--- config.mk ---
export PLATFORM = sky130hd
export DESIGN_NAME = ibex_ahbl_port_bridge
export DESIGN_NICKNAME = d
export VERILOG_FILES = /design/src/rtl/ibex_ahbl_port_bridge.sv
export SDC_FILE = /design/constraint.sdc
export NUM_CORES = 1
export LEC_CHECK = 0
export BUFFER_PORTS_ARGS = -buffer_cell sky130_fd_sc_hd__buf_2
export CAP_MARGIN = 20
export CORE_MARGIN = 5
export CORE_UTILIZATION = 38
export DETAILED_ROUTE_END_ITERATION = 10
export PLACE_DENSITY = 0.81
export SYNTH_ARGS = -nofsm -noshare
export SYNTH_HDL_FRONTEND = slang
export SYNTH_SLANG_ARGS = --single-unit
--- constraint.sdc ---
create_clock -name clk -period 5.1 [get_ports clk]
set_input_delay 0.765 -clock clk [delete_from_list [all_inputs] [get_ports clk]]
set_output_delay 0.765 -clock clk [all_outputs]
set_load 0.01 [all_outputs]
--- src/rtl/ibex_ahbl_port_bridge.sv ---
// OBI-to-AHB-Lite master bridge for one Ibex memory port.
// Supports one outstanding transfer with a pipelined address/data phase.
// HWDATA is registered. Any naturally aligned byte-enable pattern maps to HSIZE/HADDR.
// The AHB two-cycle ERROR response is handled, and illegal writes complete with a local error.
module ibex_ahbl_port_bridge #(
    parameter int         AW        = 32,
    parameter int         DW        = 32,
    parameter logic [3:0] HPROT     = 4'b0011,
    parameter int         READ_ONLY = 0
) (
    input  logic              clk,
    input  logic              rst_n,
    input  logic              req,
    output logic              gnt,
    input  logic              we,
    input  logic [DW/8-1:0]   be,
    input  logic [AW-1:0]     addr,
    input  logic [DW-1:0]     wdata,
    output logic              rvalid,
    output logic [DW-1:0]     rdata,
    output logic              err,
    output logic [AW-1:0]     haddr,
    output logic [1:0]        htrans,
    output logic              hwrite,
    output logic [2:0]        hsize,
    output logic [2:0]        hburst,
    output logic [3:0]        hprot,
    output logic              hmastlock,
    output logic [DW-1:0]     hwdata,
    input  logic              hready,
    input  logic [DW-1:0]     hrdata,
    input  logic              hresp
);

    localparam int BW = DW / 8;
    localparam int BL = $clog2(BW);

    localparam logic [1:0] ST_IDLE = 2'd0;  // no data phase in flight
    localparam logic [1:0] ST_DATA = 2'd1;  // AHB data phase pending
    localparam logic [1:0] ST_ERR1 = 2'd2;  // first ERROR cycle seen
    localparam logic [1:0] ST_LERR = 2'd3;  // local error response pending

    logic [1:0]    state_q, state_d;
    logic [DW-1:0] hwdata_q, hwdata_d;

    logic [BL-1:0] low_idx;
    logic          be_any;
    logic [BL:0]   be_cnt;
    logic [BW-1:0] be_shift;
    logic          be_contig, be_pow2, be_align, be_legal;
    logic [2:0]    size_pow;
    logic          local_err, issue_ok, ahb_accept;
    logic          unused_addr_lsb;

    // Find the lowest enabled lane and count the enabled lanes.
    always_comb begin
        low_idx = '0;
        be_any  = 1'b0;
        be_cnt  = '0;
        for (int i = BW - 1; i >= 0; i--) begin
            if (be[i]) begin
                low_idx = i[BL-1:0];
                be_any  = 1'b1;
                be_cnt  = be_cnt + (BL+1)'(1);
            end
        end
    end

    // A legal pattern is one contiguous power-of-two run, aligned to its own size.
    assign be_shift  = be >> low_idx;
    assign be_contig = ((be_shift + BW'(1)) & be_shift) == '0;
    assign be_pow2   = (be_cnt & (be_cnt - (BL+1)'(1))) == '0;
    assign be_align  = (low_idx & (be_cnt[BL-1:0] - BL'(1))) == '0;
    assign be_legal  = be_any & be_contig & be_pow2 & be_align;

    // log2 of the enabled-lane count for legal patterns.
    always_comb begin
        size_pow = 3'd0;
        for (int j = 0; j <= BL; j++) begin
            if (be_cnt == (BL+1)'(1 << j)) begin
                size_pow = 3'(j);
            end
        end
    end

    // Address-phase control: new requests only when no data phase is blocking.
    assign local_err  = we & ((READ_ONLY != 0) | ~be_legal);
    assign issue_ok   = hready & ((state_q == ST_IDLE) | ((state_q == ST_DATA) & ~hresp));
    assign gnt        = req & issue_ok;
    assign ahb_accept = gnt & ~local_err;
    assign htrans     = ahb_accept ? 2'b10 : 2'b00;
    assign hwrite     = ahb_accept & we & (READ_ONLY == 0);
    // Illegal read patterns fall back to a full-width access at the aligned word.
    assign haddr      = req ? {addr[AW-1:BL], (be_legal ? low_idx : {BL{1'b0}})} : '0;
    assign hsize      = req ? (be_legal ? size_pow : 3'(BL)) : 3'b000;

    assign hburst     = 3'b000;
    assign hprot      = HPROT;
    assign hmastlock  = 1'b0;
    assign hwdata     = hwdata_q;
    assign rdata      = hrdata;

    // The sub-word address comes from the byte enables, not from addr.
    assign unused_addr_lsb = ^addr[BL-1:0];

    // Response generation for the transfer currently in its data phase.
    always_comb begin
        rvalid = 1'b0;
        err    = 1'b0;
        case (state_q)
            ST_DATA: begin
                if (hready) begin
                    rvalid = 1'b1;
                    err    = hresp;
                end
            end
            ST_ERR1: begin
                if (hready) begin
                    rvalid = 1'b1;
                    err    = 1'b1;
                end
            end
            ST_LERR: begin
                rvalid = 1'b1;
                err    = 1'b1;
            end
            default: ;
        endcase
    end

    // Next-state selection; a grant in any state starts a new transfer.
    always_comb begin
        state_d = state_q;
        case (state_q)
            ST_IDLE: begin
                if (gnt) state_d = local_err ? ST_LERR : ST_DATA;
            end
            ST_DATA: begin
                if (hready) begin
                    if (gnt) state_d = local_err ? ST_LERR : ST_DATA;
                    else     state_d = ST_IDLE;
                end else if (hresp) begin
                    state_d = ST_ERR1;
                end
            end
            ST_ERR1: begin
                if (hready) state_d = ST_IDLE;
            end
            default: state_d = ST_IDLE;
        endcase
    end

    // Write data is captured at the address phase and held through the data phase.
    assign hwdata_d = ahb_accept ? wdata : hwdata_q;

    // State and write-data registers.
    always_ff @(posedge clk or negedge rst_n) begin
        if (!rst_n) begin
            state_q  <= ST_IDLE;
            hwdata_q <= '0;
        end else begin
            state_q  <= state_d;
            hwdata_q <= hwdata_d;
        end
    end

endmodule

## Word-level counts from Yosys, hierarchy flattened

Cells that the tools add are included.

- Add/subtract/negate cells: 6
- Equality and inequality tests: 8
- Shifts and indexed selects: 1
- Mux-type cells: 30
- Bitwise gates (word level): 16
- Reductions and logical operators: 6

Operator list:

| kind | count |
|---|---|
| 32-bit two-way mux | 1 |
| 2-bit two-way mux | 12 |
| 3-bit two-way mux | 6 |
| 3-bit by 1-bit adder with 3-bit output (second input constant) | 3 |
| 1-bit AND | 9 |
| 1-bit two-way mux | 8 |
| 2-bit one-hot mux with 3 select lines | 1 |
| 4-bit by 1-bit adder with 4-bit output (second input constant) | 1 |
| 4-bit AND | 1 |
| 2-bit == test (second input constant) | 2 |
| 2-bit logical NOT | 2 |
| 4-bit logical NOT | 1 |
| 2-bit inequality test (second input constant) | 2 |
| 4-bit by 2-bit >> shifter with 4-bit output | 1 |
| 3-bit AND | 1 |
| 3-bit by 2-bit == test with 1-bit output (second input constant) | 1 |
| 3-bit == test (second input constant) | 1 |
| 3-bit logical NOT | 1 |
| 3-bit inequality test (second input constant) | 1 |
| 1-bit inverter | 3 |
| 1-bit one-hot mux with 3 select lines | 1 |
| 3-bit AND reduction | 1 |
| 3-bit by 1-bit subtractor with 3-bit output (second input constant) | 1 |
| 2-bit AND | 1 |
| other kinds (5) | 5 |

- Bits in registers: 34

## Depth between registers and ports, before layout

- Depth after elaboration: 18
- Depth in mapped cells: 13

## Least setup slack after synthesis

OpenSTA, ideal clock, no wires.

- Kind: input port to output port
- Start point: input be[2]
- End point: output htrans[1]
- Arrival: 3.373 ns
- Path slack: 0.962 ns
- Cell stages on the path: 12
- Buffers on the path: 2
- Cell sequence: inv_1 > ha_1 > xor2_1 > ha_1 > mux2_2 > ha_1 > nor2_1 > nor4b_2 > o311ai_4 > a21boi_4 > buf_12 > buf_4

- Word-level cells in the longest chain between the ends: 15
- Elaborated cells between the ends (all ways): 29

Ends and longest elaborated chain:

| element | line | RTL |
|---|---|---|
| start, declared | 16 | `input logic [DW/8-1:0] be,` |
| 3-bit two-way mux or 2-bit two-way mux (tied branches) | 61 | `if (be[i]) begin` |
| 3-bit by 1-bit adder with 3-bit output or 2-bit two-way mux (tied branches) | 64, 61 |  |
| 3-bit two-way mux or 2-bit two-way mux (tied branches) | 61 |  |
| 3-bit by 1-bit adder with 3-bit output or 4-bit by 2-bit >> shifter with 4-bit output (tied branches) | 64, 70 |  |
| 3-bit two-way mux or 4-bit by 1-bit adder with 4-bit output (tied branches) | 61, 71 |  |
| 3-bit by 1-bit subtractor with 3-bit output or 4-bit AND (tied branches) | 72, 71 |  |
| 3-bit AND or 4-bit logical NOT (tied branches) | 72, 71 |  |
| 3-bit logical NOT or 1-bit AND (tied branches) | 72, 74 |  |
| 1-bit AND | 74 | `assign be_legal = be_any & be_contig & be_pow2 & be_align;` |
| 1-bit AND (*) | 74 |  |
| 1-bit inverter (*) | 87 | `assign local_err = we & ((READ_ONLY != 0) \| ~be_legal);` |
| 1-bit AND (*) | 87 |  |
| 1-bit inverter (*) | 90 | `assign ahb_accept = gnt & ~local_err;` |
| 1-bit AND (*) | 90 |  |
| net ahb_accept | 52 | `logic local_err, issue_ok, ahb_accept;` |
| 2-bit two-way mux (*) | 91 | `assign htrans = ahb_accept ? 2'b10 : 2'b00;` |
| end, declared | 23 | `output logic [1:0] htrans,` |

Mark *: on every way through the listed nets, which the timed path passes. The rest lies on a longest branch.

## Worst setup path after layout

- Start point: input be[2]
- End point: output haddr[0]

- Word-level cells in the longest chain between the ends: 12
- Elaborated cells between the ends (all ways): 26

Ends and longest elaborated chain:

| element | line | RTL |
|---|---|---|
| 3-bit two-way mux or 2-bit two-way mux (tied branches) | 61 |  |
| 3-bit by 1-bit adder with 3-bit output or 2-bit two-way mux (tied branches) | 64, 61 |  |
| 3-bit two-way mux or 2-bit two-way mux (tied branches) | 61 |  |
| 3-bit by 1-bit adder with 3-bit output or 4-bit by 2-bit >> shifter with 4-bit output (tied branches) | 64, 70 |  |
| 3-bit two-way mux or 4-bit by 1-bit adder with 4-bit output (tied branches) | 61, 71 |  |
| 3-bit by 1-bit subtractor with 3-bit output or 4-bit AND (tied branches) | 72, 71 |  |
| 3-bit AND or 4-bit logical NOT (tied branches) | 72, 71 |  |
| 3-bit logical NOT or 1-bit AND (tied branches) | 72, 74 |  |
| 1-bit AND (2 in a row) | 74 |  |
| 2-bit two-way mux (*) | 94 | `assign haddr = req ? {addr[AW-1:BL], (be_legal ? low_idx : {BL{1'b0}})} : '0;` |
| 32-bit two-way mux (*) | 94 |  |
| end, declared | 22 | `output logic [AW-1:0] haddr,` |

Mark *: on every way between the ends. The rest lies on a longest branch, timed or not.

==> summary.md <==
| Metric | Value |
|---|---|
| Period utilisation layout | `84.5%` |
| Crit path DAT | `3.54 ns` |
| # IOs | `219` |
| Number of global-route vias before repair | `1853` |
| Final wirelength | `5510 microns` |
| Slowest cell delay on critical path | `0.47 ns` |
| Grt ovf | `0` |
| Synthesized area per cell | `11.5 sq um` |
| WP data required | `4.34 ns` |
| F_max | `232 MHz` |
| Flop pwr share | `37.5%` |
| Antenna cells | `0` |
| Clock Sink Count | `34` |
| H-tree levels | `2` |
| Slowest CP cell | `nor4b_2` |
| Clock Latency Late Sink | `0.27 ns` |
| Dominant synthesized flop cell | `dfrtp_1` |
| Max Slew Vio Count | `0` |
| IO Port Bufs | `142` |
| Final Skew | `0.00630 ns` |
| Clk pwr share | `14.1%` |
| Cts repair resizes | `0` |
| Seq/Total Area, Yosys | `34.3%` |
| Clock period minus worst slack | `4.31 ns` |
| Area share of the largest cell type after synthesis | `34.3%` |
| Status | `completed` |
| Cell Int Power | `0.844 mW` |
| DRT iter0 DRCs | `41` |
| Residual DRC | `0` |
| Std-Cell Rows | `29` |
| Cell family with most CP delay | `adder cells` |
| Layout cell share with drive strength beyond 1 | `59.3%` |
| Type of the worst min-delay path | `register to register` |
| Post-CTS setup buffers | `0` |
| Register bit total from synthesis | `34` |
| Gpl congestion | `0.750` |
| Starting Density | `39.0%` |
| CTS tree | `yes` |
| Yosys warning total | `0` |
| Post-synth top area cell | `dfrtp_1` |
| Sw Pwr | `0.434 mW` |
| Actual slew at the worst max-slew pin | `0.742 ns` |
| Total Routing Usage GR | `12.6%` |
| Full die area | `8240 sq um` |
| Final Util | `47.1%` |
| Clock root buffer | `clkbuf_8` |
| Leakage | `1.65 nW` |
| PD cells | `428 nW/um^2` |
| Most frequent CP cell | `ha_1` |
| Crit path buf inv count | `3` |
| Die height | `90.8 microns` |
| Maxcap violations | `0` |
| Post-Synthesis Cells | `215` |
| Setup CP Type | `input pin to output pin` |
| Clk slew on worst S/H paths | `0.06 ns` |
| Unrepaired setup endpoints after global routing | `false` |
| Post-synth EDFFs | `0` |
| Hpwl dp | `4480 microns` |
| Nets@finish | `441` |
| Wire per inst | `13.8 microns` |
| Final hold vios | `0` |
| Net Sw Frac | `34.0%` |
| Relative slew slack | `50.6%` |
| Peak VDD IR | `0.270 mV` |
| Global-route wire length before repair | `8790 microns` |
| CP Max Fanout | `5` |
| Synth Cell Area | `2480 sq um` |
| CP endpoint kind | `output pin` |
| Final Setup Violations | `0` |
| CTS buffer count | `5` |
| Crit path cell chain | `buf_2 > inv_1 > ha_1 > xor2_1 > ha_1 > mux2_2 > ha_1 > nor2_1 > nor4b_2 > o311ai_4 > nor4_1 > buf_2` |
| Area growth, synth to finish | `20.6%` |
| Combinational power share | `48.4%` |
| Final ANT Viol Nets | `0` |
| Setup TNS | `0 ns` |
| Largest net degree at the start of global routing | `35` |
| Drt pass-1 iters | `4` |
| Core area | `6350 sq um` |
| Count of different cell masters after synthesis | `36` |
| Die W | `90.8 microns` |
| Synth area leaders | `dfrtp_1, mux2_4, buf_4` |
| Vias per cell | `4.51` |
| CTS Hold Bufs | `0` |
| Total number of vias | `1801` |
| CTS max path bufs | `2` |
| Initial antenna violation count | `0` |
| Synth async-reset ratio | `100%` |
| Crit start category | `input pin` |
[path summary, 6_finish.rpt]
check,slack [ns],cells past startpoint,start,end
worst max-delay path,0.79,12,be[2],haddr[0]
worst min-delay path,0.50,1,hwdata[21],hwdata[21]
worst max register to register,2.80,7,state_q[1],hwdata[30]
worst min register to register,0.50,1,hwdata[21],hwdata[21]
max in group asynchronous,4.08,1,rst_n,hwdata[23]
min in group asynchronous,0.55,1,rst_n,hwdata[15]
[worst reg2reg max path, stage by stage (launching register included)]
cell and delay [ns]:
dfrtp_1 0.41, inv_1 0.09, ha_1 0.18, nor2b_1 0.19, o211a_1 0.22, a21boi_4 0.20, buf_4 0.49, mux2_2 0.40
[cells by family (layout without fill, tap and decap cells)]
group / count (synthesis) / count (layout) / share of synthesized area (%)
AO/OA/AOI/OAI: 13 / 13 / 5.65
XOR/XNOR: 3 / 3 / 1.06
adder cells (fa/ha/maj): 13 / 13 / 6.56
buffers and inverters: 59 / 158 / 17.9
flip-flops: 34 / 34 / 34.3
multiplexers: 35 / 35 / 20.7
other: 2 / 10 / 0.303
AND/OR/NAND/NOR: 56 / 56 / 13.5
[power groups by stage]
stage / Clock, mW / Sequential [mW] / Combinational (mW)
floorplan: 0 / 0.542 / 0.372
detailed placement: 0 / 0.480 / 0.628
CTS: 0.191 / 0.481 / 0.630
finish: 0.180 / 0.479 / 0.619
global placement: 0 / 0.473 / 0.613
global route: 0.201 / 0.497 / 0.669
[per-stage QoR]
stage | worst slack (ns) | power, mW | area [sq um] | std cells | hold slack [ns]
after floorplan | 0.962 | 0.915 | 2510 | 223 | 0.469
after global placement | 0.877 | 1.09 | 2910 | 392 | 0.486
after detailed placement | 0.734 | 1.11 | 2910 | 392 | 0.489
after CTS | 0.787 | 1.30 | 2990 | 399 | 0.510
after global routing | 0.613 | 1.37 | 2990 | 399 | 0.516
final | 0.792 | 1.28 | 2990 | 399 | 0.504
[metal layers]
metal,GRT usage [%],up-vias,routed length (microns)
met3,4.08,18,509
met5,0,-,0
met1,13.8,837,2020
met2,22.6,80,2890
li1,-,866,-
met4,4.47,0,89
[final cells by class]
cell class,instances,area [sq um]
fill,597,3360
clock inverter,2,10.0
multi-input combinational,130,1210
timing repair buffer,143,718
clock buffer,5,68.8
sequential,34,851
tap,77,96.3
inverter,8,30.0
[registers in the layout, indices dropped and copies added (netlist names)]
signal	count
hwdata	32
state_q	2
[cell usage after synthesis (3+ instances only)]
cell type / count
a21oi_1: 4
ha_1: 13
dfrtp_1: 34
clkbuf_1: 3
nor3_1: 3
buf_12: 3
nor2b_1: 3
and2_1: 30
nor2_1: 6
inv_1: 8
mux2_2: 4
buf_4: 44
nand2_1: 5
mux2_4: 29
[placed cells by master, fill, tap and decap left out, drive strengths merged, types with 4 or more instances in the layout]
master / count
a21oi: 4
clkbuf: 5
and2: 30
mux2: 33
nor2: 6
conb: 10
dfrtp: 34
buf: 143
ha: 13
nand2: 5
inv: 8
Note: power is estimated with default switching activity, not from simulation.
